File: src/rtl/n4v_bus_pkg.sv
// Shared types and bus widths for the n4v bus arbiter.
package n4v_bus_pkg;

  localparam int ADR_W = 32;
  localparam int DAT_W = 16;

  typedef enum logic [1:0] {
    ST_IDLE,
    ST_BUSY,
    ST_TURN
  } state_e;

endpackage

File: src/rtl/n4v_rr_pick.sv
// Combinational round-robin selector: first requester after 'last', wrapping.
module n4v_rr_pick #(
  parameter int NM    = 3,
  parameter int IDX_W = $clog2(NM)
) (
  input  logic [NM-1:0]    req,
  input  logic [IDX_W-1:0] last,
  output logic [NM-1:0]    gnt,
  output logic [IDX_W-1:0] idx
);

  logic             found;
  logic [IDX_W-1:0] j;

  // NOTE: every output and temporary gets a default before the loop so no path
  // through this block leaves a value unassigned, which would infer a latch.
  always_comb begin
    gnt   = '0;
    idx   = '0;
    found = 1'b0;
    j     = '0;
    // Offset k=NM brings us back to 'last' itself, so it has lowest priority.
    for (int k = 1; k <= NM; k++) begin
      j = IDX_W'((int'(last) + k) % NM);
      if (!found && req[j]) begin
        found  = 1'b1;
        gnt[j] = 1'b1;
        idx    = j;
      end
    end
  end

endmodule

File: src/rtl/n4v_bus_arbiter.sv
// Round-robin owner of the single MMU/memory port: whole-cycle grants, lock for
// TAS, forced turnaround between owners and an ack watchdog.
module n4v_bus_arbiter
  import n4v_bus_pkg::*;
#(
  parameter int NM     = 3,
  parameter int TO_W   = 10,
  parameter int TO_CYC = 1000
) (
  input  logic                clk_i,
  input  logic                rst_ni,
  input  logic [NM-1:0]       m_cyc_i,
  input  logic [NM-1:0]       m_stb_i,
  input  logic [NM-1:0]       m_we_i,
  input  logic [NM-1:0]       m_lock_i,
  input  logic [NM*ADR_W-1:0] m_adr_i,
  input  logic [NM*DAT_W-1:0] m_dat_i,
  output logic [NM-1:0]       m_ack_o,
  output logic [NM-1:0]       m_err_o,
  output logic [DAT_W-1:0]    m_dat_o,
  output logic                s_cyc_o,
  output logic                s_stb_o,
  output logic                s_we_o,
  output logic [ADR_W-1:0]    s_adr_o,
  output logic [DAT_W-1:0]    s_dat_o,
  input  logic                s_ack_i,
  input  logic [DAT_W-1:0]    s_dat_i,
  output logic [NM-1:0]       gnt_o
);

  localparam int IDX_W = $clog2(NM);

  state_e           state_q, state_d;
  logic [NM-1:0]    gnt_q, gnt_d;
  logic [IDX_W-1:0] last_q, last_d;
  logic [TO_W-1:0]  wdog_q, wdog_d;

  logic [NM-1:0]    pick_gnt;
  logic [IDX_W-1:0] pick_idx;
  logic             g_cyc, g_stb, g_we, g_lock, expire;

  n4v_rr_pick #(.NM(NM), .IDX_W(IDX_W)) u_pick (
    .req  (m_cyc_i),
    .last (last_q),
    .gnt  (pick_gnt),
    .idx  (pick_idx)
  );

  // gnt_q is all-zero outside BUSY, so these reductions also gate idle/turnaround.
  assign g_cyc  = |(gnt_q & m_cyc_i);
  assign g_stb  = |(gnt_q & m_stb_i);
  assign g_we   = |(gnt_q & m_we_i);
  assign g_lock = |(gnt_q & m_lock_i);

  // An ack in the expiry cycle wins over the watchdog.
  assign expire = (state_q == ST_BUSY) && (wdog_q == TO_W'(TO_CYC - 1)) && !s_ack_i;

  assign s_cyc_o = g_cyc & ~expire;
  assign s_stb_o = g_stb & ~expire;
  assign s_we_o  = g_we;
  assign m_ack_o = gnt_q & {NM{s_ack_i}};
  assign m_err_o = gnt_q & {NM{expire}};
  assign m_dat_o = s_dat_i;
  assign gnt_o   = gnt_q;

  always_comb begin
    s_adr_o = '0;
    s_dat_o = '0;
    for (int k = 0; k < NM; k++) begin
      s_adr_o = s_adr_o | (m_adr_i[k*ADR_W +: ADR_W] & {ADR_W{gnt_q[k]}});
      s_dat_o = s_dat_o | (m_dat_i[k*DAT_W +: DAT_W] & {DAT_W{gnt_q[k]}});
    end
  end

  always_comb begin
    state_d = state_q;
    gnt_d   = gnt_q;
    last_d  = last_q;
    wdog_d  = wdog_q;
    unique case (state_q)
      ST_IDLE: begin
        if (|m_cyc_i) begin
          gnt_d   = pick_gnt;
          last_d  = pick_idx;
          wdog_d  = '0;
          state_d = ST_BUSY;
        end
      end
      ST_BUSY: begin
        // Locked idle cycles count too, so a stuck lock still times out.
        if (s_ack_i) wdog_d = '0;
        else if (g_stb || (g_lock && !g_cyc)) wdog_d = wdog_q + TO_W'(1);
        if (expire || (!g_cyc && !g_lock)) begin
          gnt_d   = '0;
          state_d = ST_TURN;
        end
      end
      ST_TURN: state_d = ST_IDLE;
      default: begin
        gnt_d   = '0;
        state_d = ST_IDLE;
      end
    endcase
  end

  // NOTE: state registers use non-blocking assignments so every flop samples
  // the pre-edge values regardless of statement order.
  always_ff @(posedge clk_i or negedge rst_ni) begin
    if (!rst_ni) begin
      state_q <= ST_IDLE;
      gnt_q   <= '0;
      last_q  <= IDX_W'(NM - 1);
      wdog_q  <= '0;
    end else begin
      state_q <= state_d;
      gnt_q   <= gnt_d;
      last_q  <= last_d;
      wdog_q  <= wdog_d;
    end
  end

endmodule

File: config.mk
export PLATFORM = sky130hd
export DESIGN_NAME = n4v_bus_arbiter
export DESIGN_NICKNAME = d
export VERILOG_FILES = /design/src/rtl/n4v_bus_pkg.sv /design/src/rtl/n4v_rr_pick.sv /design/src/rtl/n4v_bus_arbiter.sv
export SDC_FILE = /design/constraint.sdc
export NUM_CORES = 1
export LEC_CHECK = 0
export ABC_CLOCK_PERIOD_IN_PS = 3000
export CAP_MARGIN = 20
export CORE_AREA = 2 2 96 98
export CTS_CLUSTER_SIZE = 28
export DETAILED_ROUTE_END_ITERATION = 6
export DIE_AREA = 0 0 98 100
export GPL_TIMING_DRIVEN = 0
export PLACE_DENSITY = 0.75
export SYNTH_ARGS = -nofsm -noshare
export SYNTH_HDL_FRONTEND = slang
export SYNTH_SLANG_ARGS = --single-unit
File: constraint.sdc
create_clock -name clk_i -period 3 [get_ports clk_i]
set_input_delay 0.75 -clock clk_i [delete_from_list [all_inputs] [get_ports clk_i]]
set_output_delay 0.75 -clock clk_i [all_outputs]
set_load 0.02 [all_outputs]
Yosys cells after proc, flatten, opt, wreduce, memory -nomap -nowiden
Cells that the tools add are included.
W data, S select, Z words.
{ "totals": {"reg_bits": 17, "output_inout_bits": 76, "input_bits": 175, "wordCells": 102} }
{ "op_classes": {"order_cmp": 6, "bitwise": 22, "mux": 30, "n_reduce_logical": 27, "n_eq_ne": 6, "div_mod_pow": 3, "n_addsub": 4} }
{ "op_table": {"columns": ["cell", "count"], "rows": [
  ["$and A32 B32 Y32", 3],
  ["$mod A32 B3 Y32 const B", 3],
  ["$or A32 B32 Y32", 2],
  ["$and A16 B16 Y16", 3],
  ["$or A16 B16 Y16", 2],
  ["$mux W10", 3],
  ["$pmux W10 S2", 1],
  ["$and A3 B3 Y3", 6],
  ["$mux W3", 5],
  ["$reduce_or A3 Y1", 5],
  ["$add A10 B1 Y10 const B", 1],
  ["$eq A10 B10 Y1 const B", 1],
  ["$mux W2", 5],
  ["$logic_and A1 B1 Y1", 9],
  ["$lt A2 B3 Y1 const B", 3],
  ["$pmux W3 S3", 1],
  ["$mux W1", 8],
  ["$add A2 B2 Y3 const B", 2],
  ["$bmux W1 S2", 3],
  ["$demux W1 S2", 3],
  ["$ge A2 B1 Y1 const B", 3],
  ["$or A3 B3 Y3", 2],
  ["$reduce_and A3 Y1", 2],
  ["$logic_not A1 Y1", 5],
  ["13 further kinds", 17]
]} }

Longest topological paths before layout
{ "logic_depth": {"depth_word": 13, "depth_mapped": 8, "depth_no_buf": 7} }

Cells and area by module
From an unflattened synthesis, not the netlist that was laid out.
{ "hier_totals": {"cells_unflattened": 267, "hier_area_um2": 2172.1} }
{ "by_module_without_submodules": {"columns": ["mod", "area_each_um2", "seq_area_each_um2", "cells_each", "instances"], "rows": [
  ["n4v_bus_arbiter", 1891.8, 426.7, 232, 1],
  ["n4v_rr_pick", 280.3, 0.0, 35, 1]
]} }

Least setup slack after synthesis
OpenSTA, ideal clock, no wires.
{ "synth_timing": {"path_kind": "input -> output", "start": "in s_ack_i", "end": "out m_err_o[0]", "arrival_ps": 1922, "n_path_buf": 1, "stages": 4, "required_time_ps": 2250, "setup_slack_ps": 328, "path_cell_list": "or2_2 clkbuf_1 nor4_1 and2_1"} }
{ "synth_via": {"elab_chain_cells": 3} }
{ "synth_rtl": {"columns": ["item", "line", "rtl"], "rows": [
  ["from (decl)", "n4v_bus_arbiter.sv:26", "input logic s_ack_i,"],
  ["$logic_not A1 Y1", "n4v_bus_arbiter.sv:56", "assign expire = (state_q == ST_BUSY) && (wdog_q == TO_W'(TO_CYC - 1)) && !s_ack_i;"],
  ["$logic_and A1 B1 Y1", "n4v_bus_arbiter.sv:56", null],
  ["$and A3 B3 Y3", "n4v_bus_arbiter.sv:62", "assign m_err_o = gnt_q & {NM{expire}};"],
  ["to (decl)", "n4v_bus_arbiter.sv:19", "output logic [NM-1:0] m_err_o,"]
]} }
No other way between the ends.

Worst setup path in the final report
{ "layout_timing": {"start": "in m_adr_i[12]", "end": "out s_adr_o[12]"} }
{ "layout_via": {"elab_chain_cells": 3} }
{ "layout_rtl": {"columns": ["item", "line", "rtl"], "rows": [
  ["from (decl)", "n4v_bus_arbiter.sv:16", "input logic [NM*ADR_W-1:0] m_adr_i,"],
  ["$and A32 B32 Y32", "n4v_bus_arbiter.sv:70", "s_adr_o = s_adr_o | (m_adr_i[k*ADR_W +: ADR_W] & {ADR_W{gnt_q[k]}});"],
  ["$or A32 B32 Y32 (2 in series)", "n4v_bus_arbiter.sv:70", null],
  ["to (decl)", "n4v_bus_arbiter.sv:24", "output logic [ADR_W-1:0] s_adr_o,"]
]} }
No other way between the ends.

==> summary.md <==
| Metric | Value |
|---|---|
| Predominant post-synthesis flop cell | dfrtp_1 |
| DRT Pass-1 Iters | 7 |
| Initial antenna violation count | 0 |
| CTS tree | done |
| Mapped cell area | approximately 2100 um2 |
| Layout cell share with drive strength beyond 1 | 8.72% |
| Area Overhead vs Synth | 120% |
| Most common cell after layout, fill and taps aside | clkdlybuf4s50_1 |
| Detail Route Antenna Nets | 0 |
| Post-synth EDFFs | 0 |
| Outcome | finished with violations |
| Synth Instances | roughly 280 |
| Fmax | ~340 MHz |
| Seq/Total Area, Yosys | between 15 and 20% |
| Largest net degree at the start of global routing | 18 |
| Yosys warning count | 0 |
| Die height | roughly 100 um |
| FF-to-FF path depth | 8 |
| Std-Cell Core Area | 8890 um2 |
| CP endpoint kind | primary output |
| Async set or reset register ratio after synthesis | 100% |
| Rel. slew slack | 48.4% |
| Data arrival, critical path | ~2.2 ns |
| RR Endpoint | gnt_o[0] |
| Filler cell count in the final layout | between 800 and 900 |
| Failing checks | DRC |
| HP Start | wdog_q[1] |
| Gr usage total | 21.4% |
| Count of pins over their slew limit | 0 |
| Pwr/cell area | between 500 and 600 nW/um2 |
| Via count | ~3300 |
| Hpwl dp | approximately 9400 um |
| GPL Wtd Cong | roughly 0.9 |
| # setup viols final | 0 |
| Final hold slack | ~0.53 ns |
| Unique masters post-synth | 48 |
| Htree depth | 1 |
| Clock Skew | roughly 0.0017 ns |
| Power Total | between 0.002 and 0.0025 W |
| Width of the chip | ~98 um |
| Max clock buf depth | 2 |
| Sequential standard cell area | approximately 430 um2 |
| Unrepaired setup endpoints after global routing | no |
| Synth Register Bits | 17 |
| Final #Nets | about 700 |
| Worst Setup Start Kind | input port |
| Hold crit path type | flip-flop to flip-flop |
| Skew-Pair Late Insertion Delay | approximately 0.26 ns |
| CP Launch Point | m_adr_i[12] |
| CP max FO | 1 |
| # Max-Cap Violations | 0 |
| Clock Sink Count | 17 |
| Num ports | ~250 |
| Initial Util | between 20% and 30% |
| Vias in the first global route | between 3000 and 4000 |
| Reg clk slew, reported paths | ~0.070 ns |
| Worst hold endpoint | wdog_q[1] |
| Area occupied by multi-input gates | roughly 1300 um2 |
| Antenna cell count | 0 |
| RR Startpoint | last_q[1] |
| FP Rows | 35 |
| Fin. Hold Viols | 0 |
| Final design utilization | 52.8% |
| WL/cell | 18.3 um |
| DIE AREA | 9800 um2 |
| DRC Markers | 2 |
| Pleak | ~2.3 nW |
| Crit share post-route | roughly 100% |
| Tightest Pin Transition | about 0.77 ns |
| PortBufs | about 230 |
| Syn nets | around 460 |
| CTS root buf | clkbuf_8 |
| Avg Vias per Cell | roughly 5.3 |
| Num CTS Buffers | 3 |
| Commonest cells after routing, fill and taps aside | 217 x clkdlybuf4s50_1, 54 x inv_1, 51 x a222oi_1, 19 x buf_4, 16 x dfrtp_1 |
| Mapped Avg Cell Area | roughly 7.7 um2 |
| VDD IR-drop max | a little under 0.3 mV |
| Global route total overflow | 0 |
| R2R Setup Slk | about 0.64 ns |
| Crit Path Class | input port to primary output |
| Hold path depth | 1 |
| Final Routed Wirelength | 11500 um |
| Fin crit period | approximately 3 ns |
| First-pass GRT wire length | about 17000 um |
| CP required | between 2 and 2.5 ns |
| DR iter-0 viols | 283 |
==> per-stage QoR <==
stage                     setup TNS [ns]  instances  instance area, um2  setup slack [ns]
after detailed placement           -5.58        621                4590             -1.17
after global routing                   0        627                4690            0.0147
final                                  0        627                4690            0.0571
after global placement             -5.35        621                4590             -1.11
after floorplan                        0        279                2140             0.328
after CTS                              0        627                4660            0.0141
==> synthesized netlist by cell type, types with 2 or more instances <==
cell type / count / area, um2
a211o_1: 2 / 17.5
a21o_1: 4 / 30.0
a21oi_1: 7 / 35.0
a222oi_1: 51 / 510
a311oi_1: 2 / 17.5
and2_1: 8 / 50.1
and3_1: 2 / 12.5
buf_1: 8 / 30.0
buf_2: 4 / 20.0
buf_4: 16 / 120
clkbuf_1: 12 / 45.0
dfrtp_1: 16 / 400
ha_1: 5 / 62.6
inv_1: 54 / 203
mux2i_1: 3 / 30.0
nand2_1: 11 / 41.3
nand2b_1: 2 / 12.5
nand3_1: 4 / 20.0
nand3b_1: 2 / 15.0
nand4_1: 3 / 18.8
nor2_1: 13 / 48.8
nor2b_1: 3 / 18.8
nor4_1: 2 / 12.5
o211ai_1: 3 / 22.5
o21a_1: 2 / 15.0
o21ai_0: 14 / 70.1
or3_1: 4 / 25.0
or4_1: 2 / 15.0
==> registers in the layout, indices dropped and copies added (netlist names) <==
| name | flops |
|---|---|
| gnt_o | 3 |
| wdog_q | 10 |
| state_q | 2 |
| last_q | 2 |
==> layer usage <==
layer	up-vias	global-route usage [%]	wire length (um)
met5	-	0	0
met4	0	3.85	142
met3	15	4.46	1130
met2	188	34.6	5290
met1	1559	29.8	4910
li1	1531	-	-
==> critical path, cell delays in order <==
cell and delay, ns:
clkdlybuf4s50_1 0.44, a222oi_1 0.36, inv_1 0.08, clkdlybuf4s50_1 0.56
==> cells by family after synthesis <==
logic type	count (synthesis)	share of synthesized area [%]
AOI/OAI and AO/OA	95	38.4
adders and majority gates	5	2.93
buffers and inverters	96	20.3
DFF	17	20.0
muxes	4	1.93
and+or+nand+nor	62	16.4
==> layout make-up <==
cell class                 instances  share of cell area (%)
buffer                            41                    5.10
clock buffer                       4                   0.961
inverter                          54                    4.32
multi-input combinational        166                    27.6
sequential                        17                    9.10
tap                              111                    2.96
timing repair buffer             234                    50.0
==> how the worst max path moves through the flow <==
stage	endpoint	slack [ns]	cells past startpoint
finish	s_adr_o[12]	0.06	4
global route	s_adr_o[12]	0.01	4
CTS	s_dat_o[5]	0.01	5
detailed placement	m_err_o[2]	-1.17	6
global placement	m_err_o[2]	-1.11	6
floorplan	m_err_o[0]	0.33	4
==> where the power goes <==
part           leakage (nW)  total [W]  internal, W  switching [W]
clock                0.0228   0.000177    0.0000945      0.0000823
combinational          2.02    0.00200     0.000947        0.00105
sequential            0.228   0.000307     0.000276      0.0000318
total                  2.28    0.00248      0.00132        0.00116
==> timing repair <==
item,4_1_cts,5_1_grt
pin swaps,4,2
endpoints found under the setup margin,6,41
buffers inserted,3,0
hold buffers,0,0
gates resized for setup,11,18
No activity file was read; power rests on OpenSTA's default activity.
